[src/rtl/ctrl_pkg.sv]
// Shared types for the multi-cycle control sequencer: FSM states, opcode
// constants, decoded-control and strobe bundles.
package ctrl_pkg;

  typedef enum logic [2:0] {
    ST_IDLE,
    ST_FETCH,
    ST_DECODE,
    ST_EXEC,
    ST_MEM,
    ST_WB,
    ST_DONE
  } state_t;

  localparam logic [2:0] OP_ADD     = 3'd0;
  localparam logic [2:0] OP_SHIFT   = 3'd1;
  localparam logic [2:0] OP_XOR     = 3'd2;
  localparam logic [2:0] OP_BRANCH  = 3'd3;
  localparam logic [2:0] OP_LOAD    = 3'd4;
  localparam logic [2:0] OP_STORE   = 3'd5;
  localparam logic [2:0] OP_LOADREG = 3'd6;
  localparam logic [2:0] OP_CONCAT  = 3'd7;

  typedef struct packed {
    logic [2:0] alu_op;
    logic       is_branch;
    logic       is_shift;
    logic       is_add;
    logic       mem_rd;
    logic       mem_wr;
    logic       mem_to_reg;
    logic       wb_en;
    logic       legal;
  } ctrl_t;

  typedef struct packed {
    logic ir_write;
    logic pc_write;
    logic branch;
    logic mem_read;
    logic mem_write;
    logic mem_to_reg;
    logic reg_write;
    logic ack;
    logic illegal_op;
    logic mem_err;
  } strobe_t;

  // Reset / illegal-opcode control word: ALU op parked at all-ones, no side effects.
  localparam ctrl_t CTRL_NOP = '{alu_op: 3'b111, default: 1'b0};

endpackage

[src/rtl/ctrl_decode.sv]
// Combinational opcode decoder: maps the IR opcode field onto a ctrl_t word.
module ctrl_decode
  import ctrl_pkg::*;
#(
  parameter int OPW = 3
) (
  input  logic [OPW-1:0] instr_i,
  output ctrl_t          ctrl_o
);

  logic [2:0] code;

  always_comb begin
    code          = instr_i[2:0];
    ctrl_o        = '0;
    ctrl_o.alu_op = code;
    ctrl_o.legal  = (32'(instr_i) < 32'd8);
    case (code)
      OP_ADD:     begin ctrl_o.is_add = 1'b1; ctrl_o.wb_en = 1'b1; end
      OP_SHIFT:   begin ctrl_o.is_shift = 1'b1; ctrl_o.wb_en = 1'b1; end
      OP_XOR:     ctrl_o.wb_en = 1'b1;
      OP_BRANCH:  ctrl_o.is_branch = 1'b1;
      OP_LOAD:    begin ctrl_o.mem_rd = 1'b1; ctrl_o.mem_to_reg = 1'b1; ctrl_o.wb_en = 1'b1; end
      OP_STORE:   ctrl_o.mem_wr = 1'b1;
      OP_LOADREG: ctrl_o.wb_en = 1'b1;
      OP_CONCAT:  ctrl_o.wb_en = 1'b1;
      default:    ;
    endcase
    if (!ctrl_o.legal) ctrl_o = CTRL_NOP;
  end

endmodule

[src/rtl/multicycle_ctrl.sv]
// Multi-cycle FETCH/DECODE/EXEC/MEM/WB control sequencer with registered strobes.
// Optional CTRL_PERF_EN adds saturating retired-instruction and cycle counters.
module multicycle_ctrl
  import ctrl_pkg::*;
#(
  parameter int OPW    = 3,
  parameter int ALUOPW = 3,
  parameter int MEM_TO = 15,
  parameter int CNTW   = 16
) (
  input  logic              Clk,
  input  logic              Reset,
  input  logic              Req,
  input  logic [OPW-1:0]    instr,
  input  logic              Halt,
  input  logic              BrCond,
  input  logic              mem_ready,
  output logic              IRWrite,
  output logic              PCWrite,
  output logic              Branch,
  output logic              MemRead,
  output logic              MemWrite,
  output logic              MemtoReg,
  output logic              RegWrite,
  output logic              isBranch,
  output logic              isShift,
  output logic              isAdd,
  output logic [ALUOPW-1:0] ALUOp,
  output logic              Ack,
  output logic              IllegalOp,
  output logic              MemErr,
`ifdef CTRL_PERF_EN
  output logic [CNTW-1:0]   RetiredCnt,
  output logic [CNTW-1:0]   CycleCnt,
`endif
  output state_t            state_o
);

  localparam int WAITW = $clog2(MEM_TO + 1);

  state_t           state_q, state_d;
  ctrl_t            ctrl_q, ctrl_d, dec;
  strobe_t          strb_q, strb_d;
  logic [2:0]       mode_q, mode_d;
  logic [WAITW-1:0] wait_q, wait_d;
  logic             timeout;

  ctrl_decode #(.OPW(OPW)) u_decode (
    .instr_i (instr),
    .ctrl_o  (dec)
  );

  // Handshakes: Req is a level held by the host; Ack stays high in DONE until Req
  // drops. MemRead/MemWrite are held through MEM and a cycle with mem_ready=1
  // completes the access; on the timeout cycle mem_ready still wins.
  always_comb begin
    timeout = (state_q == ST_MEM) && (wait_q == WAITW'(MEM_TO)) && !mem_ready;
    state_d = state_q;
    case (state_q)
      ST_IDLE:   if (Req) state_d = ST_FETCH;
      ST_FETCH:  state_d = ST_DECODE;
      ST_DECODE: state_d = Halt ? ST_DONE : ST_EXEC;
      ST_EXEC: begin
        if (!ctrl_q.legal || ctrl_q.is_branch)   state_d = ST_FETCH;
        else if (ctrl_q.mem_rd || ctrl_q.mem_wr) state_d = ST_MEM;
        else                                     state_d = ST_WB;
      end
      ST_MEM: begin
        if (mem_ready)    state_d = ctrl_q.mem_rd ? ST_WB : ST_FETCH;
        else if (timeout) state_d = ST_FETCH;
      end
      ST_WB:     state_d = ST_FETCH;
      ST_DONE:   if (!Req) state_d = ST_IDLE;
      default:   state_d = ST_IDLE;
    endcase

    ctrl_d = (state_q == ST_FETCH) ? dec : ctrl_q;
    wait_d = (state_q == ST_MEM && state_d == ST_MEM) ? wait_q + 1'b1 : '0;

    // Strobes are a function of the state being entered, so they are valid for its whole cycle.
    strb_d = '0;
    mode_d = '0;
    case (state_d)
      ST_FETCH: begin
        strb_d.ir_write = 1'b1;
        if (state_q == ST_MEM) begin
          strb_d.pc_write = 1'b1;
          strb_d.mem_err  = timeout;
        end
      end
      ST_EXEC: begin
        if (!ctrl_d.legal) begin
          strb_d.illegal_op = 1'b1;
          strb_d.pc_write   = 1'b1;
        end else if (ctrl_d.is_branch) begin
          strb_d.pc_write = 1'b1;
          strb_d.branch   = BrCond;
        end
      end
      ST_MEM: begin
        strb_d.mem_read  = ctrl_d.mem_rd;
        strb_d.mem_write = ctrl_d.mem_wr;
      end
      ST_WB: begin
        strb_d.reg_write  = ctrl_d.wb_en;
        strb_d.pc_write   = 1'b1;
        strb_d.mem_to_reg = ctrl_d.mem_to_reg;
      end
      ST_DONE:  strb_d.ack = Req;
      default:  ;
    endcase
    if (state_d inside {ST_DECODE, ST_EXEC, ST_MEM, ST_WB})
      mode_d = {ctrl_d.is_branch, ctrl_d.is_shift, ctrl_d.is_add};
  end

  always_ff @(posedge Clk or negedge Reset) begin
    if (!Reset) begin
      state_q <= ST_IDLE;
      ctrl_q  <= CTRL_NOP;
      strb_q  <= '0;
      mode_q  <= '0;
      wait_q  <= '0;
    end else begin
      state_q <= state_d;
      ctrl_q  <= ctrl_d;
      strb_q  <= strb_d;
      mode_q  <= mode_d;
      wait_q  <= wait_d;
    end
  end

  assign IRWrite   = strb_q.ir_write;
  assign PCWrite   = strb_q.pc_write;
  assign Branch    = strb_q.branch;
  assign MemRead   = strb_q.mem_read;
  assign MemWrite  = strb_q.mem_write;
  assign MemtoReg  = strb_q.mem_to_reg;
  assign RegWrite  = strb_q.reg_write;
  assign Ack       = strb_q.ack;
  assign IllegalOp = strb_q.illegal_op;
  assign MemErr    = strb_q.mem_err;
  assign {isBranch, isShift, isAdd} = mode_q;
  assign ALUOp     = ALUOPW'(ctrl_q.alu_op);
  assign state_o   = state_q;

`ifdef CTRL_PERF_EN
  logic [CNTW-1:0] ret_q, cyc_q;

  // Counters hold their value in IDLE so software can read the last program's totals.
  always_ff @(posedge Clk or negedge Reset) begin
    if (!Reset) begin
      ret_q <= '0;
      cyc_q <= '0;
    end else if (state_q == ST_IDLE) begin
      if (Req) begin
        ret_q <= '0;
        cyc_q <= '0;
      end
    end else begin
      if (!(&cyc_q))                   cyc_q <= cyc_q + 1'b1;
      if (strb_q.pc_write && !(&ret_q)) ret_q <= ret_q + 1'b1;
    end
  end

  assign RetiredCnt = ret_q;
  assign CycleCnt   = cyc_q;
`endif

endmodule

[config.mk]
export PLATFORM = sky130hd
export DESIGN_NAME = multicycle_ctrl
export DESIGN_NICKNAME = d
export VERILOG_FILES = /design/src/rtl/ctrl_pkg.sv /design/src/rtl/ctrl_decode.sv /design/src/rtl/multicycle_ctrl.sv
export SDC_FILE = /design/constraint.sdc
export NUM_CORES = 1
export LEC_CHECK = 0
export CORE_MARGIN = 4
export CORE_UTILIZATION = 35
export DETAILED_ROUTE_END_ITERATION = 7
export PLACE_DENSITY = 0.6
export SLEW_MARGIN = 5
export SYNTH_ARGS = -nofsm -noshare
export SYNTH_HDL_FRONTEND = slang
export SYNTH_HIERARCHICAL = 1
export SYNTH_SLANG_ARGS = --single-unit
[constraint.sdc]
create_clock -name Clk -period 1.58 [get_ports Clk]
set_input_delay 0.316 -clock Clk [delete_from_list [all_inputs] [get_ports Clk]]
set_output_delay 0.316 -clock Clk [all_outputs]
set_load 0.01 [all_outputs]
After elaboration in Yosys (flattened, before gate mapping)
Cells that the tools add are included.
- $add $sub $neg: 1
- equal/unequal tests: 20
- muxes and demuxes: 32
- reductions and logical operators: 11
- operators by type and width (kind ; number):
    $eq 3x3->1 const B ; 10
    $mux 3 ; 8
    $pmux 3 s7 ; 1
    $eq 3x2->1 const B ; 6
    $mux 1 ; 17
    $eq 3x1->1 const B ; 3
    $mux 8 ; 1
    $logic_not 3->1 ; 2
    $mux 2 ; 3
    $reduce_or 6->1 ; 1
    $add 4x1->4 const B ; 1
    $eq 4x4->1 const B ; 1
    $mux 4 ; 1
    $reduce_bool 4->1 ; 1
    $logic_and 1x1->1 ; 3
    $pmux 1 s3 ; 1
    $logic_not 1->1 ; 2
    $logic_or 1x1->1 ; 2
- bits in registers: 31
- input port bits: 9
- output and inout bits: 19

Logic depth before layout (Yosys ltp)
- depth in word-level cells: 9
- gate-level depth with buffers: 6
- depth with buffers taken out: 5

By module
The synthesis kept the hierarchy.
- by module, submodules not included (module ; times used ; cells each ; area an instance (um2) ; seq. area each (um2)):
    multicycle_ctrl ; 1 ; 117 ; 1445.1 ; 779.5
    ctrl_decode ; 1 ; 14 ; 91.3 ; 0.0

Worst setup path before layout
OpenSTA, ideal clock, no wires.
- path type: register -> register
- start: reg state_q[2] (netlist: state_o[2])
- end: reg strb_q (netlist bit MemRead)
- data arrival time: 1445 ps
- required time: 1459 ps
- setup slack: 14 ps
- stages on the path, launching flop included: 5
- path buffers: 1
- path through: dfrtp_1 > nor3b_2 > buf_6 > mux2_2 > and4b_1
- RTL lines (item ; RTL line ; RTL):
    start, declared ; multicycle_ctrl.sv:41 ; state_t state_q, state_d;
    start signal, assigned ; multicycle_ctrl.sv:124 ; state_q <= state_d;
    end signal, assigned ; multicycle_ctrl.sv:126 ; strb_q <= strb_d;
    end, declared ; multicycle_ctrl.sv:43 ; strobe_t strb_q, strb_d;

==> results.cfg <==
[status]
outcome = complete, but fails checks
violations = setup timing

[sta]
max_freq_mhz = 627
fin_crit_sh = 1.01
rsz0062_at_grt = yes
setup_viol = 4
slew_viol_final = 0
setup_slack_ns = -0.0153
final_hold_viol_count = 0
fin_skew_ns = 0.00674
finalCriticalPeriod_ns = 1.60
fin_setup_tns_ns = -0.0431

[placed_design]
portBuffers = 27
gp_congestion = 0.837
place_ws_ns = -0.291
hpwlAfterDp_mm = 2.60
numPlacedInstances = 221

[floorplan]
coreArea_um2 = 4120
ios = 28
die-area_um2 = 5510
initial_core_util = 0.373
die_h_um = 74.3
fp.dieW_um = 74.3
num_rows = 23

[routing]
drc_errors = 0
drtIter0Drc = 74
antenna_left = 0
totalWireLength_mm = 3.61
wl_per_cell_um = 15.3
first_pass_iters = 4
vias_per_cell = 4.88
vias = 1151

[cts]
hold_buffers = 0
cts_max_path_buffers = 2
cts_tree = built
h-tree-depth = 2
cts_buffers = 5
root_buffer = clkbuf_8
insertion_delay_ns = 0.28
cts_sinks = 31
clk_pin_slew_ns = 0.07

[final_layout]
fin_cells = 236
layout.nets = 195
n_fill_cell = 365
area_growth_pct = 41.5
multi_input_area_um2 = 689
layout_common_cells = buf_4, dfrtp_1, clkdlybuf4s50_1
insertedDiodeCount = 0
final_common_cell = buf_4
seq_area_um2 = 783
drive_gt1_frac = 0.392
utilization = 0.528

[global_routing]
grt_pass1_wl_mm = 5.75
grt_antenna_before_repair = 0
grt-ovfl-total = 0
grt_max_degree = 32
gr-usage-all-layers = 0.142
first_global_vias = 1196

[critical_path]
end_kind = register
startpoint_type = register
rrSetupSlack_ns = -0.02
path_max_fanout = 7
worst-setup-path-type = register to register
cp.arrival_ns = 1.77
required_ns = 1.75

[synth]
synth_warnings = 6
synth.avg_cell_area_um2 = 11.7
syn_inst = 131
yosysUniqueCellTypes = 46
syn_nets = 141
syn_area_um2 = 1540
ys_ff_latch = 31
yosysSeqAreaShare = 0.507

[power]
ir_drop_mv = 0.732
power_density_nw_per_um2 = 1840
p_leak_nw = 0.982

[flow_run]
maxCapViolations = 0

[min_path]
hold_class = primary input to async pin
-- per-stage QoR --
step / area, µm² / total power, mW / hold slack (ns)
6_report: 2170 / 4.01 / 0.426
5_1_grt: 2170 / 4.24 / 0.465
4_1_cts: 2170 / 4.01 / 0.435
3_5_place_dp: 1960 / 3.10 / 0.463
3_3_place_gp: 1960 / 3.06 / 0.458
2_1_floorplan: 1540 / 2.34 / 0.0204
-- cells by family after synthesis --
group | after synthesis | share of synthesized area
DFF | 31 | 0.507
other | 1 | 0.00244
buffers and inverters | 21 | 0.0904
xor gates and xnor gates | 4 | 0.0228
AOI/OAI and AO/OA | 24 | 0.126
muxes | 11 | 0.0831
adders and majority gates | 1 | 0.00814
and+or+nand+nor | 38 | 0.160
-- worst max-delay path: stages (launching register included) --
cell and delay (ns):
dfrtp_2 0.45, buf_6 0.13, nor3b_4 0.19, buf_6 0.18, mux2_4 0.32, and4b_1 0.21
-- synthesized netlist by cell type (all sizes together) --
cell / count / area (µm²)
ha: 1 / 12.5
xnor2: 2 / 17.5
nor4: 1 / 6.26
inv: 8 / 30.0
and3b: 1 / 10.0
or2b: 2 / 15.0
o2bb2ai: 1 / 8.76
o22ai: 2 / 12.5
a311oi: 1 / 8.76
nor2: 8 / 32.5
conb: 1 / 3.75
a211oi: 2 / 25.0
nor2b: 3 / 18.8
xor2: 2 / 17.5
o211a: 1 / 10.0
o32a: 1 / 10.0
o211ai: 2 / 15.0
o32ai: 1 / 8.76
a31oi: 2 / 12.5
buf: 13 / 109
nor4b: 2 / 30.0
dfstp: 3 / 78.8
and2b: 1 / 7.51
o31ai: 2 / 25.0
o21ai: 4 / 20.0
a21o: 1 / 7.51
and4: 1 / 8.76
and4b: 2 / 20.0
nor3: 4 / 20.0
or2: 1 / 6.26
nor3b: 3 / 27.5
o21a: 1 / 7.51
a21oi: 3 / 22.5
nand2: 4 / 15.0
nand2b: 2 / 12.5
dfrtp: 28 / 701
nand3: 3 / 15.0
mux2: 11 / 128
-- cell type report --
class,count,area share
clock inverters,1,0.00230
repair buffers,60,0.238
clock buffers,7,0.0397
flip-flops and latches,31,0.360
well taps,50,0.0288
multi-input cells,79,0.317
inverters,8,0.0138
-- layer usage --
metal | vias to the layer above | GRT usage | wire, µm
met3 | 7 | 0.0405 | 195
met5 | - | 0 | 0
met1 | 558 | 0.168 | 1590
li1 | 560 | - | -
met2 | 26 | 0.244 | 1770
met4 | 0 | 0.0534 | 55
-- path summary, 6_finish.rpt --
check                                 end        from  cells past startpoint
worst max-delay path             MemWrite  state_o[2]                      5
worst min-delay path               MemErr       Reset                      2
worst max register to register   MemWrite  state_o[2]                      5
worst min register to register  IllegalOp   ctrl_q[0]                      1
max in group asynchronous        ALUOp[2]       Reset                      2
min in group Clk                IllegalOp   ctrl_q[0]                      1
-- repair_timing --
action / in CTS / in global routing
pin swaps: 5 / 2
setup endpoints to repair: 12 / 12
gates resized for setup: 22 / 3
buffers inserted: 8 / 0
-- registers in the layout, indices dropped and copies added (netlist names) --
| name | cells |
|---|---|
| ALUOp | 3 |
| Ack | 1 |
| Branch | 1 |
| IRWrite | 1 |
| IllegalOp | 1 |
| MemErr | 1 |
| MemRead | 1 |
| MemWrite | 1 |
| MemtoReg | 1 |
| PCWrite | 1 |
| RegWrite | 1 |
| ctrl_q | 8 |
| mode_q | 3 |
| state_o | 3 |
| wait_q | 4 |
-- power by group --
group	switching, mW	internal (mW)	total, mW
Combinational	1.01	1.15	2.15
Clock	0.289	0.351	0.640
Sequential	0.156	1.06	1.21
No activity file was read; power rests on OpenSTA's default activity.
==> variant 1 (config.mk and constraints unchanged) <==
`ALUOPW`: 3 -> 2.
--- a/src/rtl/multicycle_ctrl.sv
+++ b/src/rtl/multicycle_ctrl.sv
@@ -4,7 +4,7 @@
   import ctrl_pkg::*;
 #(
   parameter int OPW    = 3,
-  parameter int ALUOPW = 3,
+  parameter int ALUOPW = 2,
   parameter int MEM_TO = 15,
   parameter int CNTW   = 16
 ) (
Interface: changed (resized ALUOp); port bits go from 28 to 27. The function was not compared with the original's and may differ.
==> variant 1 against the unedited design <==
  * The flow still finishes with violations (setup timing)
  * Non-clock buffer count rose by 3
  * Final area fell by 0.98%
  * Global-route usage rose by 0.31 points
  * Sequential share of layout area fell by 0.86 points
  * Total power fell by 9.3%
  * Synthesized area fell by 8.0%
  * Final cell count fell by 4.7%
  * Routed wire length fell by 0.39%
  * Worst setup slack got worse by 0.16 ns
  * Sequential cell count fell by 1
  * Critical endpoint unchanged
  * Highest routed layer unchanged
==> variant 1: results <==
[run_status]
run_status = "finished, violations left"
violations = "setup timing"

[synth]
synthCells = 117
yosysWarnings = 6
synth_fp_nets = 127

[global_routing]
antenna_found_initial = 0
track_usage_pct = 14.5
grt_pass1_vias = 1217
grt_max_degree = 31
grt_pass1_wl_mm = 5.69

[power]
p_int_mw = 2.32
leakage_nw = 1.01
ir_drop_mv = 0.677

[layout]
top_regs = "ctrl_q (8), wait_q (4)"
nFillCells = 310
fin_nets = 186
diodes = 0
drive_gt1_share_pct = 45.2

[worst_setup_path]
crit_fanout = 5
critPathMaxStageDelay_ns = 0.39
critPathArrivalTime_ns = 1.95
crit_slowest_cell = "a2111o_1"

[timing]
setup_ws_ns = -0.174
setup_violations = 11
fin_skew_ns = 0.00954
finalSetupTns_ns = -1.48

[place]
hpwl_mm = 2.20
placed_cells = 205
port_buffers = 26
dp_slack_ns = -0.502
gp_congestion = 0.829

[cts]
path_clk_slew_ns = 0.06
cts_max_path_buffers = 2
cts_max_level = 2
clock_latency_ns = 0.28

[detailed_routing]
vias = 1112
wirelength_mm = 3.60
wl_per_cell_um = 16.0
initialDrtViolationCount = 35

[worst_hold_path]
hold_class = "input port to flop"
## variant 1: power by group through the flow
stage | sequential (mW) | clock (mW) | combinational [mW]
after global placement | 1.12 | 0 | 1.41
after detailed placement | 1.12 | 0 | 1.45
after global routing | 1.16 | 0.688 | 1.98
after CTS | 1.13 | 0.658 | 1.74
after floorplan | 1.11 | 0 | 0.901
final | 1.13 | 0.638 | 1.86
## variant 1: worst paths after layout
path                                     startpoint                    to  slack (ns)  cells after the start
min in group asynchronous                     Reset   ctrl_q[0]$_DFF_PN0_        0.43                      2
max in group asynchronous                     Reset  ALUOp[1]$_DFFE_PN1P_        0.83                      2
worst max register to register  wait_q[1]$_DFF_PN0_    MemWrite$_DFF_PN0_       -0.17                      6
worst min-delay path                            Req         Ack$_DFF_PN0_        0.39                      3
worst max-delay path            wait_q[1]$_DFF_PN0_    MemWrite$_DFF_PN0_       -0.17                      6
worst min register to register  ctrl_q[6]$_DFF_PN0_   ctrl_q[6]$_DFF_PN0_        0.49                      1
## variant 1: critical path, delay by kind of cell (launching register included)
kind | cells | cell delay, ns
buffers and inverters | 1 | 0.14
AOI/OAI and AO/OA | 2 | 0.64
DFF | 1 | 0.38
and+or+nand+nor | 2 | 0.31
adders and majority gates | 1 | 0.20
## variant 1: timing repair
item	CTS	global route
resized for setup	28	17
pin swaps	8	7
setup buffers	10	4
cloned	2	0
hold endpoints to repair	0	0
endpoints found under the setup margin	21	19
## variant 1: metal layers
layer	vias up	track usage (%)	share of wire, %
li1	524	-	-
met5	-	0	0
met3	4	4.77	4.5
met1	560	16.9	42
met4	0	4.59	0.53
met2	24	25.0	53
## variant 1: area by class of cell
| type | count | area [um^2] | area share, % |
|---|---|---|---|
| flip-flops and latches | 30 | 757 | 35.2 |
| inverters | 5 | 18.8 | 0.872 |
| clock inverters | 1 | 5.00 | 0.232 |
| clock buffers | 7 | 86.3 | 4.01 |
| multi-input cells | 71 | 674 | 31.3 |
| repair buffers | 63 | 552 | 25.6 |
| well taps | 48 | 60.1 | 2.79 |
## variant 1: metrics by stage
step           cell area, um^2  power [mW]
3_5_place_dp              1840        2.57
4_1_cts                   2100        3.52
2_1_floorplan             1420        2.01
6_report                  2150        3.63
3_3_place_gp              1840        2.53
5_1_grt                   2150        3.83
==> variant 2 (same settings) <==
Made on the original files. Put a register stage on the output `MemErr`. The value now appears one clock later. The other outputs are not delayed to match.
--- a/src/rtl/multicycle_ctrl.sv
+++ b/src/rtl/multicycle_ctrl.sv
@@ -138,7 +138,9 @@
   assign RegWrite  = strb_q.reg_write;
   assign Ack       = strb_q.ack;
   assign IllegalOp = strb_q.illegal_op;
-  assign MemErr    = strb_q.mem_err;
+  always_ff @(posedge Clk) begin
+    MemErr <= strb_q.mem_err;
+  end
   assign {isBranch, isShift, isAdd} = mode_q;
   assign ALUOp     = ALUOPW'(ctrl_q.alu_op);
   assign state_o   = state_q;
Check against the original RTL: no difference found for any inputs over 10 cycles, from zero or initial values and one cycle with Reset low; that may be too few to reach the edited logic, so the function may still have changed.
==> variant 2 against the unedited design <==
  * Critical endpoint is now RegWrite$_DFF_PN0_
  * Worst setup slack better by 0.036 ns
  * Synthesized area grew 1.3%
  * Total power fell by 1.5%
  * Routed wire length down 9.8%
  * Highest routed layer unchanged
  * Clock skew about the same
  * Count of clock-buffer cells in the layout decreased by 1
  * Largest power group unchanged
  * First-iteration DRC count decreased by 64%
  * Final area up 0.29%
  * Combinational power shrank 3%
  * Final cell count fell by 1.3%
  * Sequential cell count rose by 1
  * Utilization fell by 0.22 points
  * Worst hold slack got worse by 0.084 ns
  * Critical path type unchanged
==> variant 2: results <==
[detailed_routing]
met1_length_mm = 1.44
dr_wl_met2_mm = 1.61
vias_per_cell = 4.86
initialDrtViolationCount = 27
wirelength_mm = 3.26
wl_met3_um = 155

[synth]
yosysWarnings = 6
synthCells = 132
synthArstFlopShare_pct = 96.9
synth_fp_nets = 142
synth.distinct_cells = 47
synth_area_leaders = "dfrtp_1, dfstp_2, mux2_2"
ys_seq_area_share_pct = 51.4

[worst_setup_path]
crit_fanout = 5
critPathArrivalTime_ns = 1.74
critPathMaxStageDelay_ns = 0.47

[layout]
fin_nets = 192
drive_gt1_share_pct = 38.3

[place]
dp_slack_ns = -0.293
gp_congestion = 0.842
hpwl_mm = 2.45
placed_cells = 219

[global_routing]
track_usage_pct = 13.0
grt_max_degree = 24
grt_pass1_wl_mm = 5.40

[power]
leakage_nw = 0.978
ir_drop_mv = 0.768
switchingPower_mw = 1.43

[run_status]
run_status = "finished clean"
[variant 2: cell count changes after synthesis]
| cell | unedited run | this run |
|---|---|---|
| dfxtp_1 | 0 | 1 |
[variant 2: repair_timing]
action	CTS	global route
gates resized for setup	11	16
buffers inserted	0	6
endpoints found under the setup margin	10	13
pin swaps	1	4
hold buffers	0	0
[variant 2: final cells by class]
cell class,count,area [um^2]
Inverter,8,30.0
Clock buffer,6,82.6
Tap cell,50,62.6
Sequential cell,32,803
Timing Repair Buffer,56,503
Fill cell,382,1960
Multi-Input combinational cell,79,689
Clock inverter,2,10.0
[variant 2: power groups by stage]
stage / Sequential, mW / Clock, mW / Combinational [mW]
floorplan: 1.25 / 0 / 1.12
finish: 1.24 / 0.631 / 2.08
global route: 1.26 / 0.703 / 2.25
CTS: 1.22 / 0.657 / 1.88
detailed placement: 1.23 / 0 / 1.83
global placement: 1.21 / 0 / 1.81
[variant 2: cells by family (layout without fill, tap and decap cells)]
group / Yosys count / count (layout) / share of synthesized area [%]
xor gates and xnor gates: 4 / 4 / 2.25
other: 1 / 1 / 0.241
muxes: 11 / 11 / 8.20
DFF: 32 / 32 / 51.4
buffers and inverters: 21 / 72 / 8.92
adders and majority gates: 1 / 1 / 0.804
and+or+nand+nor: 38 / 38 / 15.8
AOI/OAI and AO/OA: 24 / 24 / 12.5
[variant 2: path summary, 6_finish.rpt]
check	startpoint	endpoint	slack, ns	cells after the start
worst min-delay path	Reset	ctrl_q[5]$_DFF_PN0_	0.34	2
worst max register to register	state_o[1]$_DFF_PN0_	RegWrite$_DFF_PN0_	0.02	5
max in group asynchronous	Reset	state_o[1]$_DFF_PN0_	0.91	2
min in group Clk	strb_q[0]$_DFF_PN0_	MemErr$_DFF_P_	0.34	0
worst max-delay path	state_o[1]$_DFF_PN0_	RegWrite$_DFF_PN0_	0.02	5
worst min register to register	strb_q[0]$_DFF_PN0_	MemErr$_DFF_P_	0.34	0
[variant 2: worst max-delay path, delay by kind of cell, from the launching register on]
kind / cells / cell delay (ns)
compound gates: 1 / 0.38
buf+inv: 1 / 0.15
simple gates: 3 / 0.46
flops: 1 / 0.47
[variant 2: per-layer routing]
| layer | vias to the layer above | GRT usage (%) |
|---|---|---|
| li1 | 556 | - |
| met1 | 547 | 16.3 |
| met2 | 23 | 20.9 |
| met3 | 6 | 4.27 |
| met4 | 0 | 4.74 |
| met5 | - | 0 |
[variant 2: per-stage QoR]
stage	TNS [ns]	hold WS [ns]	power, mW	instance area, um^2
floorplan	0	0.0204	2.37	1560
global placement	-1.95	0.329	3.02	1950
detailed placement	-2.34	0.330	3.06	1950
CTS	-0.0421	0.344	3.75	2060
global route	-0.113	0.364	4.22	2180
finish	0	0.342	3.95	2180
